`src/rtl/cache_mem_arbiter_if.sv`:
```
// Bundle of icache/dcache request ports and the shared RAM port around cache_mem_arbiter.
// master: the arbiter side; slave: the caches plus the memory model.
interface cache_mem_arbiter_if;
  logic        iREN;
  logic [31:0] iaddr;
  logic        iwait;
  logic [31:0] iload;
  logic        dREN;
  logic        dWEN;
  logic [31:0] daddr;
  logic [31:0] dstore;
  logic        dwait;
  logic [31:0] dload;
  logic        ramREN;
  logic        ramWEN;
  logic [31:0] ramaddr;
  logic [31:0] ramstore;
  logic [31:0] ramload;
  logic [1:0]  ramstate;
  logic [1:0]  grant;

  modport master (
    input  iREN, iaddr, dREN, dWEN, daddr, dstore, ramload, ramstate,
    output iwait, iload, dwait, dload, ramREN, ramWEN, ramaddr, ramstore, grant
  );

  modport slave (
    output iREN, iaddr, dREN, dWEN, daddr, dstore, ramload, ramstate,
    input  iwait, iload, dwait, dload, ramREN, ramWEN, ramaddr, ramstore, grant
  );
endinterface

```
`src/rtl/cache_mem_arbiter.sv`:
```
// Shares one RAM port between icache and dcache: dcache-priority registered grant
// FSM with a starvation guard that forces an icache grant after STARVE_LIMIT losses.
module cache_mem_arbiter #(
  parameter int unsigned STARVE_LIMIT = 4,
  parameter int unsigned CNT_W        = 3
) (
  input  logic                  CLK,
  input  logic                  nRST,
  cache_mem_arbiter_if.master   bus
);

  typedef enum logic [1:0] {IDLE = 2'd0, IGNT = 2'd1, DGNT = 2'd2} state_t;
  typedef enum logic [1:0] {FREE = 2'd0, BUSY = 2'd1, ACCESS = 2'd2, ERROR = 2'd3} ramstate_t;

  state_t           state, state_nxt;
  logic [CNT_W-1:0] cnt, cnt_nxt;

  logic ireq, dreq, ram_done;

  assign ireq     = bus.iREN;
  assign dreq     = bus.dREN | bus.dWEN;
  assign ram_done = (bus.ramstate == ACCESS);

  always_ff @(posedge CLK or negedge nRST) begin
    if (!nRST) begin
      state <= IDLE;
      cnt   <= '0;
    end else begin
      state <= state_nxt;
      cnt   <= cnt_nxt;
    end
  end

  always_comb begin
    state_nxt    = state;
    cnt_nxt      = cnt;
    bus.ramREN   = 1'b0;
    bus.ramWEN   = 1'b0;
    bus.ramaddr  = '0;
    bus.ramstore = '0;
    bus.iwait    = 1'b1;
    bus.iload    = '0;
    bus.dwait    = 1'b1;
    bus.dload    = '0;
    bus.grant    = state;

    unique case (state)
      IDLE: begin
        if (ireq && cnt >= CNT_W'(STARVE_LIMIT)) begin
          state_nxt = IGNT;
          cnt_nxt   = '0;
        end else if (dreq) begin
          state_nxt = DGNT;
          if (!ireq)
            cnt_nxt = '0;
          else if (cnt < CNT_W'(STARVE_LIMIT))
            cnt_nxt = cnt + 1'b1;
        end else if (ireq) begin
          state_nxt = IGNT;
          cnt_nxt   = '0;
        end else begin
          cnt_nxt   = '0;
        end
      end

      IGNT: begin
        // A dropped request gates the RAM port to zero and suppresses completion.
        if (ireq) begin
          bus.ramREN  = 1'b1;
          bus.ramaddr = bus.iaddr;
          if (ram_done) begin
            bus.iwait = 1'b0;
            bus.iload = bus.ramload;
            state_nxt = IDLE;
          end
        end else begin
          state_nxt = IDLE;
        end
      end

      DGNT: begin
        if (dreq) begin
          bus.ramREN   = bus.dREN;
          bus.ramWEN   = bus.dWEN;
          bus.ramaddr  = bus.daddr;
          bus.ramstore = bus.dstore;
          if (ram_done) begin
            bus.dwait = 1'b0;
            bus.dload = bus.ramload;
            state_nxt = IDLE;
          end
        end else begin
          state_nxt = IDLE;
        end
      end

      default: state_nxt = IDLE;
    endcase
  end

endmodule

```
`src/flat_wrapper.sv`:
```
// flat-port wrapper written by rule: the top's interface ports become plain ports
module cache_mem_arbiter_flat 
#(
  parameter int unsigned STARVE_LIMIT = 4,
  parameter int unsigned CNT_W        = 3
)
  (CLK, nRST, bus_iREN, bus_iaddr, bus_dREN, bus_dWEN, bus_daddr, bus_dstore, bus_ramload, bus_ramstate, bus_iwait, bus_iload, bus_dwait, bus_dload, bus_ramREN, bus_ramWEN, bus_ramaddr, bus_ramstore, bus_grant);
  cache_mem_arbiter_if bus_i ();
  input  logic CLK;
  input  logic nRST;
  input wire logic [$bits(bus_i.iREN)-1:0] bus_iREN;
  input wire logic [$bits(bus_i.iaddr)-1:0] bus_iaddr;
  input wire logic [$bits(bus_i.dREN)-1:0] bus_dREN;
  input wire logic [$bits(bus_i.dWEN)-1:0] bus_dWEN;
  input wire logic [$bits(bus_i.daddr)-1:0] bus_daddr;
  input wire logic [$bits(bus_i.dstore)-1:0] bus_dstore;
  input wire logic [$bits(bus_i.ramload)-1:0] bus_ramload;
  input wire logic [$bits(bus_i.ramstate)-1:0] bus_ramstate;
  output wire logic [$bits(bus_i.iwait)-1:0] bus_iwait;
  output wire logic [$bits(bus_i.iload)-1:0] bus_iload;
  output wire logic [$bits(bus_i.dwait)-1:0] bus_dwait;
  output wire logic [$bits(bus_i.dload)-1:0] bus_dload;
  output wire logic [$bits(bus_i.ramREN)-1:0] bus_ramREN;
  output wire logic [$bits(bus_i.ramWEN)-1:0] bus_ramWEN;
  output wire logic [$bits(bus_i.ramaddr)-1:0] bus_ramaddr;
  output wire logic [$bits(bus_i.ramstore)-1:0] bus_ramstore;
  output wire logic [$bits(bus_i.grant)-1:0] bus_grant;
  assign bus_i.iREN = bus_iREN;
  assign bus_i.iaddr = bus_iaddr;
  assign bus_i.dREN = bus_dREN;
  assign bus_i.dWEN = bus_dWEN;
  assign bus_i.daddr = bus_daddr;
  assign bus_i.dstore = bus_dstore;
  assign bus_i.ramload = bus_ramload;
  assign bus_i.ramstate = bus_ramstate;
  assign bus_iwait = bus_i.iwait;
  assign bus_iload = bus_i.iload;
  assign bus_dwait = bus_i.dwait;
  assign bus_dload = bus_i.dload;
  assign bus_ramREN = bus_i.ramREN;
  assign bus_ramWEN = bus_i.ramWEN;
  assign bus_ramaddr = bus_i.ramaddr;
  assign bus_ramstore = bus_i.ramstore;
  assign bus_grant = bus_i.grant;
  cache_mem_arbiter #(.STARVE_LIMIT(STARVE_LIMIT), .CNT_W(CNT_W)) u_core (.CLK(CLK), .nRST(nRST), .bus(bus_i));
endmodule
```
`config.mk`:
```
export PLATFORM = sky130hd
export DESIGN_NAME = cache_mem_arbiter_flat
export DESIGN_NICKNAME = d
export VERILOG_FILES = /design/src/rtl/cache_mem_arbiter_if.sv /design/src/rtl/cache_mem_arbiter.sv /design/src/flat_wrapper.sv
export SDC_FILE = /design/constraint.sdc
export NUM_CORES = 1
export LEC_CHECK = 0
export ABC_CLOCK_PERIOD_IN_PS = 1800
export BUFFER_PORTS_ARGS = -buffer_cell sky130_fd_sc_hd__buf_2
export CORE_AREA = 2 2 103 105
export DETAILED_ROUTE_END_ITERATION = 8
export DIE_AREA = 0 0 105 107
export HOLD_SLACK_MARGIN = 0.06
export SYNTH_ARGS = -nofsm -noshare
export SYNTH_HDL_FRONTEND = slang
export SYNTH_SLANG_ARGS = --single-unit
```
`constraint.sdc`:
```
create_clock -name CLK -period 1.8 [get_ports CLK]
set_input_delay 0.09 -clock CLK [delete_from_list [all_inputs] [get_ports CLK]]
set_output_delay 0.09 -clock CLK [all_outputs]
set_load 0.01 [all_outputs]
```
# After elaboration in Yosys (flattened, before gate mapping)
# Index checks and enable logic that the tools add are counted.
dict set report op_classes {
  magnitude_cmp 2
  addsub 1
  mul 0
  reduce_logical 3
  mux 31
  div 0
  eq_ne 5
  n_shift 0
  bitwise 1
}
# cell n
set op_table {}
lappend op_table {{$mux W32} 9}
lappend op_table {{$pmux W32 S2} 1}
lappend op_table {{$mux W2} 6}
lappend op_table {{$mux W3} 4}
lappend op_table {{$mux W1} 9}
lappend op_table {{$pmux W2 S3} 1}
lappend op_table {{$eq A2 B2 Y1 const B} 2}
lappend op_table {{$ne A4 B2 Y1 const B} 1}
lappend op_table {{$ne A4 B4 Y1 const B} 1}
lappend op_table {{$add A3 B1 Y3 const B} 1}
lappend op_table {{$ge A3 B3 Y1 const B} 1}
lappend op_table {{$lt A3 B3 Y1 const B} 1}
lappend op_table {{$eq A2 B1 Y1 const B} 1}
lappend op_table {{$logic_not A2 Y1} 1}
lappend op_table {{$pmux W1 S2} 1}
lappend op_table {{$reduce_and A2 Y1} 1}
lappend op_table {{$logic_and A1 B1 Y1} 1}
lappend op_table {{$or A1 B1 Y1} 1}
dict set report totals {
  rom_bits 0
  mem_count 0
  word_cells 45
  output_inout_bits 134
  latch_bits 0
  reg_bits 5
  mem_bits_rw 0
}

# Depth between registers and ports, before layout
dict set report logic_depth {
  word_depth 5
  depth_mapped 7
  mapped_depth_nobuf 5
}

# Worst setup path before layout
# Ideal clock, no wire load.
dict set report synth_path {
  path_type {flip-flop to flip-flop}
  from {register u_core.state[0], in the netlist u_core.bus.grant[0]}
  to {register u_core.state[0], in the netlist u_core.bus.grant[0]}
  setup_time_ns 0.131
  n_path_buf 2
  path_stages_with_launch 8
  slack_ns 0.293
  arrival_ns 1.376
  path_cell_list {dfrtp_1 > inv_1 > ha_1 > o21a_1 > buf_6 > buf_6 > o2111ai_1 > nand3_1}
}
dict set report synth_via {
  elab_chain_cells 3
  elab_cells_between_ends 8
  cone_classes {eq/ne: 3; mux: 4; reduce/logical: 1}
}
# element line
set synth_lines {}
lappend synth_lines {{start, declared} cache_mem_arbiter.sv:15} ;# state_t state, state_nxt;
lappend synth_lines {{start signal, assigned} cache_mem_arbiter.sv:29} ;# state <= state_nxt;
lappend synth_lines {{$mux W2} n/a}
lappend synth_lines {{$mux W2, on equally long branches} n/a}
lappend synth_lines {{$pmux W2 S3} cache_mem_arbiter.sv:47} ;# unique case (state)
# Several ways; a longest one is shown, not always the timed one.
# A chain may end at the register's enable or synchronous reset.

# Worst setup path in the final report
dict set report layout_path {
  from {register u_core.state[0], in the netlist u_core.bus.grant[0]}
  to {output port bus_ramaddr[9]}
}
dict set report layout_via {
  elab_chain_cells 2
  elab_cells_between_ends 3
  cone_classes {eq/ne: 2; mux: 1}
}
# element line
set layout_lines {}
lappend layout_lines {{$eq A2 B2 Y1 or $eq A2 B1 Y1 (tied branches)} cache_mem_arbiter.sv:47}
lappend layout_lines {{$pmux W32 S2 *} cache_mem_arbiter.sv:47}
lappend layout_lines {{end, declared} flat_wrapper.sv:25} ;# output wire logic [$bits(bus_i.ramaddr)-1:0] bus_ramaddr;
# Every way passes the cells marked *; elsewhere a longest branch is shown, timed or not.

==> results.md <==
- The run finished with clean final reports.
- The setup TNS is 0 ps.
- The count of different cell masters after synthesis is 26.
- Before CTS, the worst setup slack after placement is 160 ps.
- Power spread over the standard cell area amounts to 828 nW/um^2.
- The y dimension of the die is 107 um.
- On the critical path the largest part of the delay comes from buffers and inverters.
- Traced cell by cell, the critical path runs through inv_2 > ha_4 > o21a_4 > clkbuf_16 > a22oi_1 > nor2b_1 > buf_2.
- The area growth from synthesis to layout is 129%.
- The non-filler instance count after layout is 634.
- STA classifies the critical path startpoint as a register.
- The number of failing setup endpoints in the final timing report is 0.
- Pin placement for this block handled 269 I/O pins.
- The largest net degree at the start of global routing is 34.
- Synthesis handed over a netlist of 224 instances.
- Once placement completed, the tool counted placed cells totaling 614.
- The minimum clock period is 1770 ps.
- Averaged over all synthesized cells, the footprint is 6.88 sq um.
- The transition time of the tightest slew-check pin is 394 ps.
- The final hold slack is 216 ps.
- The final max-slew violation count is 0.
- The number of vias in the routed layout is 2687.
- The via count of the first global-routing pass was 2544.
- After synthesis the netlist holds a flip-flop and latch count of 5.
- In this run the tightest slew margin relative to its limit is 73.3%.
- Clock tree synthesis selected as its root buffer the cell sky130_fd_sc_hd__clkbuf_8.
- The die outline area is 11200 sq um.
- The most frequent standard cell in the layout excluding fill and tap cells is sky130_fd_sc_hd__buf_2.
- The net count after synthesis is 364.
- Buffers inserted during clock tree synthesis total 3.
- For this run, the slowest stage of the critical path takes 400 ps.
- The critical path data required time is 1710 ps.
- The tightest min-delay check is of the input port to async pin type.
- The floorplan step set the die width to 105 um.
- Setup slack on the critical path of the routed design comes to 26.3 ps.
- The ratio of cells with drive above 1 in the final layout is 65.3%.
- The static leakage is 0.00199 uW.
- For this block, the routed nets add up to 9.81 mm of wire.
- The cell row count is 37.
- The worst setup path is captured at a primary output.
- In this run, synthesis inferred 0 flip-flops with an integrated enable.
- Setup repair after global routing could not meet its margin everywhere.
- The number of antenna diodes in the final layout is 0.
- The portion of the post-synthesis area used by sequential elements is 8.12%.
- The first global-routing pass estimated 12.6 mm of wire.
- The top fanout value on the critical path is 8.
- The post-synth design cell area is 1540 sq um.
- The detail route stage leaves a number of antenna-violating nets equal to 0.
- The area of the core is 10100 sq um.
- The routed wirelength normalized by instance count is 15.5 um.
- The maximum level of the CTS H-tree is 1.
- After the first detailed-routing iteration, the DRC count stood at 94.
- The count of buffer and inverter cells on the critical path is 3.
- The fmax is 0.564 GHz.
- Using the TritonRoute via totals, the vias-per-cell ratio works out to 4.24.
- The congestion estimate from routability-driven global placement came to 0.850.
- The total DRC errors in the routed layout is 0.
- VDD sags by at most 0.416 mV.
- For this run, the leading register cell type out of synthesis is sky130_fd_sc_hd__dfrtp_1.
- The worst path uses 98.5% of the clock period.
- The reported max-cap violation count is 0.
- The number of antenna violations at the first check in global routing came to 0.
- Before antenna repair, the detailed router went through 4 iterations.
- The final HPWL from detailed placement is 6.93 mm.
- The number of sinks driven by the clock tree is 5.
- The total overflow left after global routing is 0.
- The final worst clock skew is 1.68 ps.
- The largest individual stage delay along the critical path comes from the cell sky130_fd_sc_hd__dfrtp_1.
- Data arrives at the worst endpoint at 1680 ps.
- The Yosys step of the flow raised 0 warnings.
- The final-stage net count is 639.
- The all-layer global routing usage is 13.5%.
- The area of all placed cells without fillers is 3520 sq um.
- The fraction of synthesis flops using an asynchronous set or reset pin is 100%.
- The cell area after placement is 3040 sq um.
- The clock network latency to the later pin of the worst-skew pair is 220 ps.
- The number of endpoints with negative hold slack in the final report is 0.
- The top cell types in the final layout, fill and taps aside, are sky130_fd_sc_hd__buf_2, sky130_fd_sc_hd__and2_1, sky130_fd_sc_hd__nor2b_1.
- TritonCTS built the clock tree.
- Clock-pin slew was measured on the worst setup and hold paths at 40 ps.
- The critical path in this run is classified as register to primary output.
- The maximum buffer depth of the clock tree is 2.
- The number of buffers added on ports is 268.
- The layout has 1107 filler cells.
- The initial core utilization is 15.3%.
-- cells by family after synthesis --
kind of cell    after synthesis  synth area share (%)
mux                           1                 0.649
compound gates               40                  19.3
simple gates                145                  58.8
buf+inv                      28                  9.09
fa+ha+maj                     5                  4.06
flops                         5                  8.12
-- registers in the layout (all words and copies together) (netlist names) --
register and cells:
u_core.bus.grant 2, u_core.cnt 3
-- layer usage --
layer	vias to the layer above	routed length [um]	track usage, %
li1	1292	-	-
met1	1214	3910	16.8
met2	174	5120	25.1
met3	7	666	1.88
met4	0	116	2.19
met5	-	0	0
-- power breakdown --
part	switching [uW]	leakage (uW)	total [uW]	internal, uW
sequential	42.5	0.0000647	195	153
clock	58.7	0.0000228	211	152
combinational	1250	0.00190	2510	1260
-- Yosys cell counts (2+ instances only) --
| master | count | area (sq um) |
|---|---|---|
| sky130_fd_sc_hd__dfrtp_1 | 5 | 125 |
| sky130_fd_sc_hd__and2_1 | 98 | 613 |
| sky130_fd_sc_hd__inv_1 | 8 | 30.0 |
| sky130_fd_sc_hd__nor2b_1 | 33 | 206 |
| sky130_fd_sc_hd__clkbuf_1 | 6 | 22.5 |
| sky130_fd_sc_hd__clkbuf_2 | 3 | 15.0 |
| sky130_fd_sc_hd__ha_1 | 5 | 62.6 |
| sky130_fd_sc_hd__nand3_1 | 2 | 10.0 |
| sky130_fd_sc_hd__o2111ai_1 | 3 | 26.3 |
| sky130_fd_sc_hd__nand3b_1 | 2 | 15.0 |
| sky130_fd_sc_hd__nand2_1 | 4 | 15.0 |
| sky130_fd_sc_hd__buf_6 | 2 | 22.5 |
| sky130_fd_sc_hd__a22oi_1 | 32 | 240 |
| sky130_fd_sc_hd__nor2_1 | 2 | 7.51 |
| sky130_fd_sc_hd__buf_4 | 2 | 15.0 |
| sky130_fd_sc_hd__buf_2 | 7 | 35.0 |
-- timing repair --
item	in CTS	in global routing
hold buffers	1	0
endpoints found under the hold margin	5	0
gates resized for setup	0	37
buffers inserted	2	4
pin swaps	0	5
gates cloned	1	8
endpoints found under the setup margin	32	120
-- final timing paths --
kind	start	end	slack [ps]	depth (start not counted)
hold reg to reg	u_core.cnt[0]	u_core.cnt[0]	490	1
min in group CLK	bus_iREN	u_core.bus.grant[0]	220	3
hold / removal	nRST	u_core.cnt[2]	220	2
setup / recovery	u_core.bus.grant[0]	bus_ramaddr[9]	30	7
setup reg to reg	u_core.bus.grant[0]	u_core.bus.grant[1]	290	6
max in group asynchronous	nRST	u_core.bus.grant[1]	1430	2
-- layout make-up --
class                           count  area [sq um]  share of cell area (%)
Clock buffer                        4          45.0                    1.28
Inverter                            8          30.0                   0.852
Multi-Input combinational cell    191          1430                    40.6
Sequential cell                     5           126                    3.59
Tap cell                          136           170                    4.83
Timing Repair Buffer              290          1720                    48.8
-- stage by stage --
step                utilization (%)  total power [uW]
floorplan                         -              1400
global placement               30.1              2130
detailed placement             30.1              2160
CTS                            31.1              2480
global route                   34.9              3110
finish                         34.9              2920
-- worst reg2reg max path, delay by kind of cell (launching register included) --
kind,cells,cell delay [ps]
AND/OR/NAND/NOR,2,280
buffers and inverters,2,340
adder cells (fa/ha/maj),1,160
flip-flops,1,400
AO/OA/AOI/OAI,1,200
(Power assumes the default switching activity.)
